## config.mk

```make
export PLATFORM = sky130hd
export DESIGN_NAME = lsu_mem_bridge
export DESIGN_NICKNAME = d
export VERILOG_FILES = /design/src/rtl/lsu_pkg.sv /design/src/rtl/lsu_align.sv /design/src/rtl/lsu_mem_bridge.sv
export SDC_FILE = /design/constraint.sdc
export NUM_CORES = 1
export LEC_CHECK = 0
export CAP_MARGIN = 15
export CELL_PAD_IN_SITES_DETAIL_PLACEMENT = 1
export CELL_PAD_IN_SITES_GLOBAL_PLACEMENT = 1
export CORE_MARGIN = 2
export CORE_UTILIZATION = 42
export CTS_CLUSTER_DIAMETER = 80
export DETAILED_ROUTE_END_ITERATION = 7
export DONT_BUFFER_PORTS = 1
export GPL_TIMING_DRIVEN = 0
export PLACE_DENSITY_LB_ADDON = 0.1
export SETUP_SLACK_MARGIN = 0.4
export SLEW_MARGIN = 20
export SYNTH_ARGS = -nofsm -noshare
export SYNTH_HDL_FRONTEND = slang
export SYNTH_HIERARCHICAL = 1
export SYNTH_SLANG_ARGS = --single-unit
```

## constraint.sdc

```tcl
create_clock -name clk -period 2.1 [get_ports clk]
set_input_delay 0.42 -clock clk [delete_from_list [all_inputs] [get_ports clk]]
set_output_delay 0.42 -clock clk [all_outputs]
set_load 0.02 [all_outputs]
```

## src/rtl/lsu_pkg.sv

```systemverilog
// Shared definitions for the load/store bridge: funct3 encodings, the
// bridge state type and the access legality check.
package lsu_pkg;

  localparam logic [2:0] F3_B  = 3'b000;
  localparam logic [2:0] F3_H  = 3'b001;
  localparam logic [2:0] F3_W  = 3'b010;
  localparam logic [2:0] F3_BU = 3'b100;
  localparam logic [2:0] F3_HU = 3'b101;

  typedef enum logic [1:0] {
    ST_IDLE,
    ST_RD_WAIT,
    ST_WRITE,
    ST_RESP
  } state_t;

  // Returns 1 when the request is misaligned for its size, uses a reserved
  // funct3 code, or asks for an unsigned store (which RV32I does not have).
  function automatic logic access_fault(input logic [2:0] funct3,
                                        input logic [1:0] lane,
                                        input logic       is_store);
    logic fault;
    fault = 1'b0;
    case (funct3)
      F3_B:    fault = 1'b0;
      F3_BU:   fault = is_store;
      F3_H:    fault = lane[0];
      F3_HU:   fault = lane[0] | is_store;
      F3_W:    fault = (lane != 2'b00);
      default: fault = 1'b1;
    endcase
    return fault;
  endfunction

endpackage

```

## src/rtl/lsu_align.sv

```systemverilog
// Combinational lane logic: extracts and extends a load from a memory word,
// and merges a byte/half store into a memory word (little-endian lanes).
module lsu_align
  import lsu_pkg::*;
(
  input  logic [31:0] i_word,
  input  logic [1:0]  i_lane,
  input  logic [2:0]  i_funct3,
  input  logic [31:0] i_wdata,
  output logic [31:0] o_load,
  output logic [31:0] o_merged
);

  logic [4:0]  w_shift;
  logic [31:0] w_shifted;
  logic [31:0] w_byte_mask;
  logic [31:0] w_half_mask;

  assign w_shift     = {i_lane, 3'b000};
  assign w_shifted   = i_word >> w_shift;
  assign w_byte_mask = 32'h0000_00FF << w_shift;
  assign w_half_mask = 32'h0000_FFFF << w_shift;

  // Load path: bring the addressed lane down to bit 0, then extend.
  always_comb begin
    // NOTE: every always_comb output gets a value on every path (here via
    // the default arm) so no latch is inferred.
    case (i_funct3)
      F3_B:    o_load = {{24{w_shifted[7]}}, w_shifted[7:0]};
      F3_BU:   o_load = {24'h0, w_shifted[7:0]};
      F3_H:    o_load = {{16{w_shifted[15]}}, w_shifted[15:0]};
      F3_HU:   o_load = {16'h0, w_shifted[15:0]};
      default: o_load = w_shifted;
    endcase
  end

  // Store path: replace only the addressed byte/half of the read word.
  always_comb begin
    case (i_funct3[1:0])
      2'b00:   o_merged = (i_word & ~w_byte_mask) | (32'(i_wdata[7:0]) << w_shift);
      2'b01:   o_merged = (i_word & ~w_half_mask) | (32'(i_wdata[15:0]) << w_shift);
      default: o_merged = i_wdata;
    endcase
  end

endmodule

```

## src/rtl/lsu_mem_bridge.sv

```systemverilog
// Load/store bridge between the core data port and a word-wide single-port
// memory. One request in flight; sub-word stores use read-modify-write.
module lsu_mem_bridge
  import lsu_pkg::*;
#(
  parameter int RD_LATENCY = 1,
  parameter int XLEN       = 32
) (
  input  logic            clk,
  input  logic            rst,
  input  logic            req_valid,
  output logic            req_ready,
  input  logic [XLEN-1:0] req_addr,
  input  logic            req_we,
  input  logic [2:0]      req_funct3,
  input  logic [XLEN-1:0] req_wdata,
  output logic            rsp_valid,
  output logic [XLEN-1:0] rsp_rdata,
  output logic            rsp_err,
  output logic [XLEN-1:0] mem_addr,
  output logic            mem_wr_en,
  output logic [XLEN-1:0] mem_wr_data,
  input  logic [XLEN-1:0] mem_rd_data
);

  localparam logic [7:0] CNT_INIT = 8'(RD_LATENCY);

  state_t      r_state;
  logic [7:0]  r_cnt;
  logic [31:0] r_addr;
  logic        r_we;
  logic [2:0]  r_funct3;
  logic [31:0] r_wdata;

  logic        r_req_ready;
  logic        r_rsp_valid;
  logic [31:0] r_rsp_rdata;
  logic        r_rsp_err;
  logic [31:0] r_mem_addr;
  logic        r_mem_wr_en;
  logic [31:0] r_mem_wr_data;

  logic [31:0] w_load;
  logic [31:0] w_merged;
  logic [31:0] w_req_word;

  assign w_req_word = {req_addr[31:2], 2'b00};

  lsu_align u_align (
    .i_word   (mem_rd_data),
    .i_lane   (r_addr[1:0]),
    .i_funct3 (r_funct3),
    .i_wdata  (r_wdata),
    .o_load   (w_load),
    .o_merged (w_merged)
  );

  // Request sequencer: all outputs are registered and change only at edges.
  always_ff @(posedge clk) begin
    // NOTE: state is updated with non-blocking assignments so every register
    // samples the pre-edge values, independent of statement order.
    if (!rst) begin
      r_state       <= ST_IDLE;
      r_cnt         <= 8'd0;
      r_addr        <= 32'd0;
      r_we          <= 1'b0;
      r_funct3      <= 3'd0;
      r_wdata       <= 32'd0;
      r_req_ready   <= 1'b1;
      r_rsp_valid   <= 1'b0;
      r_rsp_rdata   <= 32'd0;
      r_rsp_err     <= 1'b0;
      r_mem_addr    <= 32'd0;
      r_mem_wr_en   <= 1'b0;
      r_mem_wr_data <= 32'd0;
    end else begin
      case (r_state)
        ST_IDLE: begin
          if (req_valid) begin
            r_addr      <= req_addr;
            r_we        <= req_we;
            r_funct3    <= req_funct3;
            r_wdata     <= req_wdata;
            r_req_ready <= 1'b0;
            if (access_fault(req_funct3, req_addr[1:0], req_we)) begin
              // Errors never touch memory; answer straight away.
              r_state     <= ST_RESP;
              r_rsp_valid <= 1'b1;
              r_rsp_err   <= 1'b1;
              r_rsp_rdata <= 32'd0;
            end else if (req_we && (req_funct3 == F3_W)) begin
              // Full-word store needs no read.
              r_state       <= ST_WRITE;
              r_mem_addr    <= w_req_word;
              r_mem_wr_en   <= 1'b1;
              r_mem_wr_data <= req_wdata;
            end else begin
              r_state    <= ST_RD_WAIT;
              r_cnt      <= CNT_INIT;
              r_mem_addr <= w_req_word;
            end
          end
        end

        ST_RD_WAIT: begin
          if (r_cnt == 8'd0) begin
            if (r_we) begin
              r_state       <= ST_WRITE;
              r_mem_wr_en   <= 1'b1;
              r_mem_wr_data <= w_merged;
            end else begin
              r_state     <= ST_RESP;
              r_rsp_valid <= 1'b1;
              r_rsp_rdata <= w_load;
              r_mem_addr  <= 32'd0;
            end
          end else begin
            r_cnt <= r_cnt - 8'd1;
          end
        end

        ST_WRITE: begin
          r_state       <= ST_RESP;
          r_mem_wr_en   <= 1'b0;
          r_mem_wr_data <= 32'd0;
          r_mem_addr    <= 32'd0;
          r_rsp_valid   <= 1'b1;
          r_rsp_rdata   <= 32'd0;
        end

        ST_RESP: begin
          r_state     <= ST_IDLE;
          r_rsp_valid <= 1'b0;
          r_rsp_rdata <= 32'd0;
          r_rsp_err   <= 1'b0;
          r_req_ready <= 1'b1;
        end

        default: r_state <= ST_IDLE;
      endcase
    end
  end

  assign req_ready   = r_req_ready;
  assign rsp_valid   = r_rsp_valid;
  assign rsp_rdata   = r_rsp_rdata;
  assign rsp_err     = r_rsp_err;
  assign mem_addr    = r_mem_addr;
  assign mem_wr_en   = r_mem_wr_en;
  assign mem_wr_data = r_mem_wr_data;

endmodule

```

# [Yosys cells after proc, flatten, opt, wreduce, memory -nomap -nowiden]
# Index checks and enable logic that the tools add are counted.
[word_totals] ff_bits=148 inputBits=103 word_cells=112
[op_classes] add_sub_neg=1 eq_ne=20 shift=5 muxes=47 bitwise=7 n_reduce_logical=19
[ops] operator="32-bit 2-to-1 mux" count=13
[ops] operator="32-bit one-hot mux with 3 select lines" count=3
[ops] operator="32-bit one-hot mux with 4 select lines" count=1
[ops] operator="32-bit bitwise AND" count=2
[ops] operator="32-bit NOT" count=2
[ops] operator="32-bit OR" count=2
[ops] operator="32-bit one-hot mux with 2 select lines" count=1
[ops] operator="8-bit 2-to-1 mux" count=4
[ops] operator="16-bit by 5-bit left shift with 32-bit output" count=1
[ops] operator="16-bit by 5-bit left shift with 32-bit output, first input constant" count=1
[ops] operator="8-bit by 5-bit left shift with 32-bit output" count=1
[ops] operator="8-bit by 5-bit left shift with 32-bit output, first input constant" count=1
[ops] operator="32-bit by 5-bit right shift with 32-bit output" count=1
[ops] operator="2-bit != test, second input constant" count=9
[ops] operator="8-bit one-hot mux with 2 select lines" count=1
[ops] operator="1-bit 2-to-1 mux" count=14
[ops] operator="3-bit equality test, second input constant" count=4
[ops] operator="5-bit AND reduction" count=2
[ops] operator="8-bit zero test" count=1
[ops] operator="2-bit 2-to-1 mux" count=4
[ops] operator="2-bit one-hot mux with 4 select lines" count=1
[ops] operator="8-bit by 1-bit subtractor with 8-bit output, second input constant" count=1
[ops] operator="3-bit by 1-bit equality test with 1-bit output, second input constant" count=2
[ops] operator="3-bit zero test" count=2
[ops] operator="17 further kinds" count=25

# [Longest topological paths before layout]
[logic_depth] word_depth=8 ltp_mapped=10

# [Cells and area by module]
# The synthesis kept the hierarchy.
[by_module_without_submodules] mod="lsu_mem_bridge" instances=1 cells_each=734 area_each_um2=6115.9
[by_module_without_submodules] mod="lsu_align" instances=1 cells_each=301 area_each_um2=2028.2

# [Least setup slack after synthesis]
# OpenSTA, ideal clock, no wires.
[synth_path] path_type="register to register" from="register r_addr[0]" to="register r_mem_wr_data[23] (netlist: mem_wr_data[23])" setup_time_ns=0.091 arrival_time_ns=1.956 path_slack_ns=0.053 path_stages_with_launch=11 path_buffers=3 path_cell_list="dfxtp_1 > buf_6 > buf_4 > buf_6 > inv_1 > ha_1 > nor2_1 > a221oi_1 > a21oi_1 > nand3_1 > a311oi_1"
[synth_between] elab_chain_cells=8
[synth_rtl] item="start, declared" line_no="lsu_mem_bridge.sv:30" rtl="logic [31:0] r_addr;"
[synth_rtl] item="start signal, assigned" line_no="lsu_mem_bridge.sv:80" rtl="r_addr <= req_addr;"
[synth_rtl] item="16-bit by 5-bit left shift with 32-bit output or 8-bit by 5-bit left shift with 32-bit output (tied branches)" line_no="lsu_align.sv:22, lsu_align.sv:21"
[synth_rtl] item="32-bit NOT (on tied branches)" line_no="lsu_align.sv:41, lsu_align.sv:40"
[synth_rtl] item="32-bit bitwise AND (on tied branches)" line_no="lsu_align.sv:41, lsu_align.sv:40"
[synth_rtl] item="32-bit OR (on tied branches)" line_no="lsu_align.sv:41, lsu_align.sv:40"
[synth_rtl] item="32-bit one-hot mux with 2 select lines (*)" line_no="lsu_align.sv:39" rtl="case (i_funct3[1:0])"
[synth_rtl] item="named net w_merged[23]" line_no="lsu_mem_bridge.sv:44" rtl="logic [31:0] w_merged;"
[synth_rtl] item="32-bit 2-to-1 mux (*)" line_no="lsu_mem_bridge.sv:107" rtl="if (r_we) begin"
[synth_rtl] item="32-bit 2-to-1 mux (*)" line_no="lsu_mem_bridge.sv:106" rtl="if (r_cnt == 8'd0) begin"
[synth_rtl] item="32-bit one-hot mux with 3 select lines (*)" line_no="lsu_mem_bridge.sv:77" rtl="case (r_state)"
[synth_rtl] item="end signal, assigned" line_no="lsu_mem_bridge.sv:96" rtl="r_mem_wr_data <= req_wdata;"
[synth_rtl] item="end signal, assigned" line_no="lsu_mem_bridge.sv:110" rtl="r_mem_wr_data <= w_merged;"
[synth_rtl] item="end, declared" line_no="lsu_mem_bridge.sv:41" rtl="logic [31:0] r_mem_wr_data;"
# Mark *: on every way through the listed nets, which the timed path passes. The rest lies on a longest branch. The select of a mux whose other input is x is not followed.
# A chain may end at the register's enable or synchronous reset.

# [Worst setup path after layout]
[layout_path] from="register r_state[0]" to="register r_mem_wr_data[20] (netlist: mem_wr_data[20])"
[layout_between] elab_chain_cells=3
[layout_rtl] item="start, declared" line_no="lsu_mem_bridge.sv:28" rtl="state_t r_state;"
[layout_rtl] item="start signal, assigned" line_no="lsu_mem_bridge.sv:63" rtl="r_state <= ST_IDLE;"
[layout_rtl] item="start signal, assigned" line_no="lsu_mem_bridge.sv:87" rtl="r_state <= ST_RESP;"
[layout_rtl] item="start signal, assigned" line_no="lsu_mem_bridge.sv:93" rtl="r_state <= ST_WRITE;"
[layout_rtl] item="2-bit by 1-bit equality test with 1-bit output, or another cell as far along" line_no="lsu_mem_bridge.sv:77"
[layout_rtl] item="2-bit != test (no line) or 3-bit nonzero test (tied branches)"
[layout_rtl] item="6-bit AND reduction (no line)"
# Several ways; a longest one is shown, not always the timed one.

==> results.sh <==
export IMPL_yosys_area_share_adder=0.0154
export IMPL_yosysSeqAreaShare=0.359
export IMPL_tightest_slew_ns=0.742
export IMPL_critPathArrivalTime_ns=2.37
export IMPL_antenna_found_initial=0
export IMPL_synth_top_area_share=0.359
export IMPL_fp_dieH_um=143
export IMPL_synth_area_top_cells="dfxtp_1 (36%), nand2_1 (7.1%), a21oi_1 (6.2%)"
export IMPL_pwr_share_clk=0.173
export IMPL_hold_start="req_wdata[10]"
export IMPL_synth_mux_area_frac=0.0539
export IMPL_maxCapViolations=0
export IMPL_port_buffers=0
export IMPL_n_antenna_cell=0
export IMPL_timing_hold_ws_ns=0.121
export IMPL_dr_pass1_iters=6
export IMPL_drtIter0Drc=414
export IMPL_insertion_delay_ns=0.43
export IMPL_synth_xor_area_frac=0
export IMPL_fmax_mhz=494
export IMPL_wl_per_cell_um=23.4
export IMPL_vias=8235
export IMPL_vias_per_cell=6.01
export IMPL_period_minus_slack_ns=2.02
export IMPL_cts_sinks=146
export IMPL_p_seq_frac=0.314
export IMPL_r2r_setup_slack_ns=0.08
export IMPL_clkTransAtPathRegs_ns=0.07
export IMPL_die_x_um=143
export IMPL_synth_cells=1035
export IMPL_switching_share=0.453
export IMPL_required_ns=2.45
export IMPL_p_switching_mw=7.33
export IMPL_finalCritPeriodShare=0.964
export IMPL_reg2reg_from="r_state[0]$_SDFFE_PN0P_"
export IMPL_ys_async_sr_fraction=0
export IMPL_yosys_area_share_simple=0.261
export IMPL_start_util=0.431
export IMPL_crit_path_start="r_state[0]$_SDFFE_PN0P_"
export IMPL_finalWirelength_mm=32.1
export IMPL_grt_pass1_wl_mm=46.2
export IMPL_fin_setup_tns_ns=0
export IMPL_critPathMaxFanout=6
export IMPL_yosysUniqueCellTypes=61
export IMPL_nets=1212
export IMPL_pwr_share_comb=0.512
export IMPL_rsz0062_at_grt="yes"
export IMPL_drc=0
export IMPL_yosys_area_top_type="dfxtp_1"
export IMPL_grt_max_degree=17
export IMPL_cts_made_buffers=17
export IMPL_end_kind="flop"
export IMPL_finClkSkew_ns=0.0157
export IMPL_power_leakage_nw=3.65
export IMPL_max_slew_margin_rel=0.505
export IMPL_ys_seq_elements=146
export IMPL_synth_edf_count=0
export IMPL_peakVddDrop_mv=0.648
export IMPL_hold_violations=0
export IMPL_start_kind="flop"
export IMPL_htreeDepth=4
export IMPL_cts_root_buf="clkbuf_16"
export IMPL_path_class="flop to flop"
export IMPL_dieArea_um2=20500
export IMPL_grt_use_total=0.294
export IMPL_p_int_mw=8.87
export IMPL_cts_tree="yes"
export IMPL_ys_warn_count=6
export IMPL_synth_area_um2=8140
export IMPL_coreArea_um2=18900
export IMPL_syn2layout_area_growth_pct=26.4
export IMPL_final_core_util=0.545
export IMPL_synth_compound_area_frac=0.246
export IMPL_holdCritPathClass="primary input to flop"
export IMPL_rows=50
export IMPL_slew_violations=0
export IMPL_pin_count=203
export IMPL_drive_gt1_frac=0.253
export IMPL_status="completed"
export IMPL_setup_viol=0
export IMPL_avgSynthCellArea_um2=7.87
export IMPL_ant_nets=0
export IMPL_dp_hpwl_mm=22.7
export IMPL_grt_pass1_vias=8147
export IMPL_total_power_mw=16.2
export IMPL_synth_top_family_by_area="simple AND/OR/NAND/NOR gates"
export IMPL_ys_flop_type="dfxtp_1"
export IMPL_grt_overflow=0
export IMPL_cts_buffer_depth=2
export IMPL_place_congestion=0.934
export IMPL_p_per_area_nw_per_um2=1570
-- registers in the layout, summed over array words and instances (netlist names) --
signal	flops
r_funct3	3
mem_wr_en	1
r_we	1
r_addr	2
mem_addr	30
req_ready	1
rsp_valid	1
rsp_err	1
r_state	2
mem_wr_data	32
r_cnt	8
rsp_rdata	32
r_wdata	32
-- what timing repair did --
item                                    4_1_cts  5_1_grt
endpoints found under the setup margin      144      146
hold buffers                                  0        0
gates resized for setup                      57      172
buffers inserted                             19       15
pin swaps                                    15       41
gates cloned                                  2        8
-- final timing paths --
kind	endpoint	cells after the start
setup / recovery	mem_wr_data[20]$_SDFFE_PN0P_	10
hold / removal	r_wdata[10]$_SDFFE_PN0P_	2
setup reg to reg	mem_wr_data[20]$_SDFFE_PN0P_	10
hold reg to reg	r_wdata[17]$_SDFFE_PN0P_	2
-- cells by family (layout without fill, tap and decap cells) --
| family | Yosys count | after routing |
|---|---|---|
| flip-flops | 146 | 146 |
| buffers and inverters | 116 | 190 |
| AO/OA/AOI/OAI | 307 | 308 |
| multiplexers | 40 | 40 |
| adder cells (fa/ha/maj) | 10 | 10 |
| other | 1 | 2 |
| AND/OR/NAND/NOR | 415 | 415 |
-- stage by stage --
stage,std cells,worst slack (ns),instance area (um2)
6_report,1371,0.0759,10300
4_1_cts,1348,0.117,9620
3_3_place_gp,1296,-0.309,8720
3_5_place_dp,1296,-0.355,8720
5_1_grt,1371,0.0199,10300
2_1_floorplan,1036,0.302,8390
-- metal layers --
metal	share of wire	global-route usage	wire [um]
met4	0.025	0.0975	818
met2	0.50	0.515	16200
met3	0.068	0.0637	2190
met5	0	0	0
met1	0.40	0.358	12900
-- final cells by class --
class	count	area (um2)
Fill cell	2280	8600
Timing Repair Buffer	43	453
Clock inverter	12	85.1
Multi-Input combinational cell	775	5220
Clock buffer	19	443
Buffer	96	731
Sequential cell	146	2940
Tap cell	260	325
Inverter	20	97.6
-- power groups by stage --
stage	registers [mW]	clock network [mW]	logic [mW]
after floorplan	4.87	0	4.54
after global placement	5.10	0	5.84
after detailed placement	5.11	0	5.97
after CTS	5.06	2.85	6.75
after global routing	5.19	2.98	8.93
final	5.09	2.81	8.29
-- Yosys cell counts (2+ instances only) --
cell type  number
buf_4           7
o21ai_0        86
and2_1          2
a311oi_1        4
nor3_1          3
clkbuf_1       55
a211oi_1       22
buf_1           7
o21ai_1         3
a21oi_1       101
a21o_1          3
o31ai_1        11
nor4_2          2
a22o_1          9
a221oi_1       24
nand4b_1       31
and3_1          8
a211oi_2       10
inv_2           2
mux2i_1        15
nor3b_1         2
dfxtp_1       146
nand3_1        75
nand2b_1       13
buf_6           5
mux2_4          2
nor2_1         53
nand2_1       155
mux2_2         23
and3b_1         9
o211ai_1       19
ha_1           10
nor2b_1        52
inv_1          18
buf_2          22
-- cell usage in the layout, fill, tap and decap left out, types with 6 or more instances in the layout --
cell type / netlist / layout
o21ai_0: 86 / 39
a22o_1: 9 / 9
nand3_2: 0 / 24
dfxtp_1: 146 / 138
clkbuf_1: 55 / 29
nand2_1: 155 / 154
nor2_1: 53 / 45
and3b_1: 9 / 9
buf_6: 5 / 15
o211ai_1: 19 / 19
a211oi_2: 10 / 18
mux2_2: 23 / 23
nand2b_1: 13 / 13
clkbuf_16: 0 / 22
a211oi_1: 22 / 14
mux2i_1: 15 / 15
nor2_4: 0 / 6
a21oi_1: 101 / 96
nand3_1: 75 / 51
a221oi_1: 24 / 13
and3_1: 8 / 8
nand4b_1: 31 / 31
o31ai_1: 11 / 8
clkbuf_2: 0 / 12
clkbuf_4: 0 / 10
o21ai_1: 3 / 47
buf_12: 0 / 6
inv_1: 18 / 11
nor2b_1: 52 / 50
a221oi_2: 1 / 11
buf_2: 22 / 8
buf_4: 7 / 39
buf_8: 0 / 10
-- critical path, cell delays in order (launching register included) --
cell	delay, ns
dfxtp_4	0.36
inv_4	0.06
ha_4	0.12
buf_8	0.12
o211ai_1	0.14
a2111oi_4	0.40
buf_6	0.20
buf_12	0.14
clkbuf_16	0.16
nor2_4	0.03
a211oi_2	0.18
Note: power is estimated with default switching activity, not from simulation.
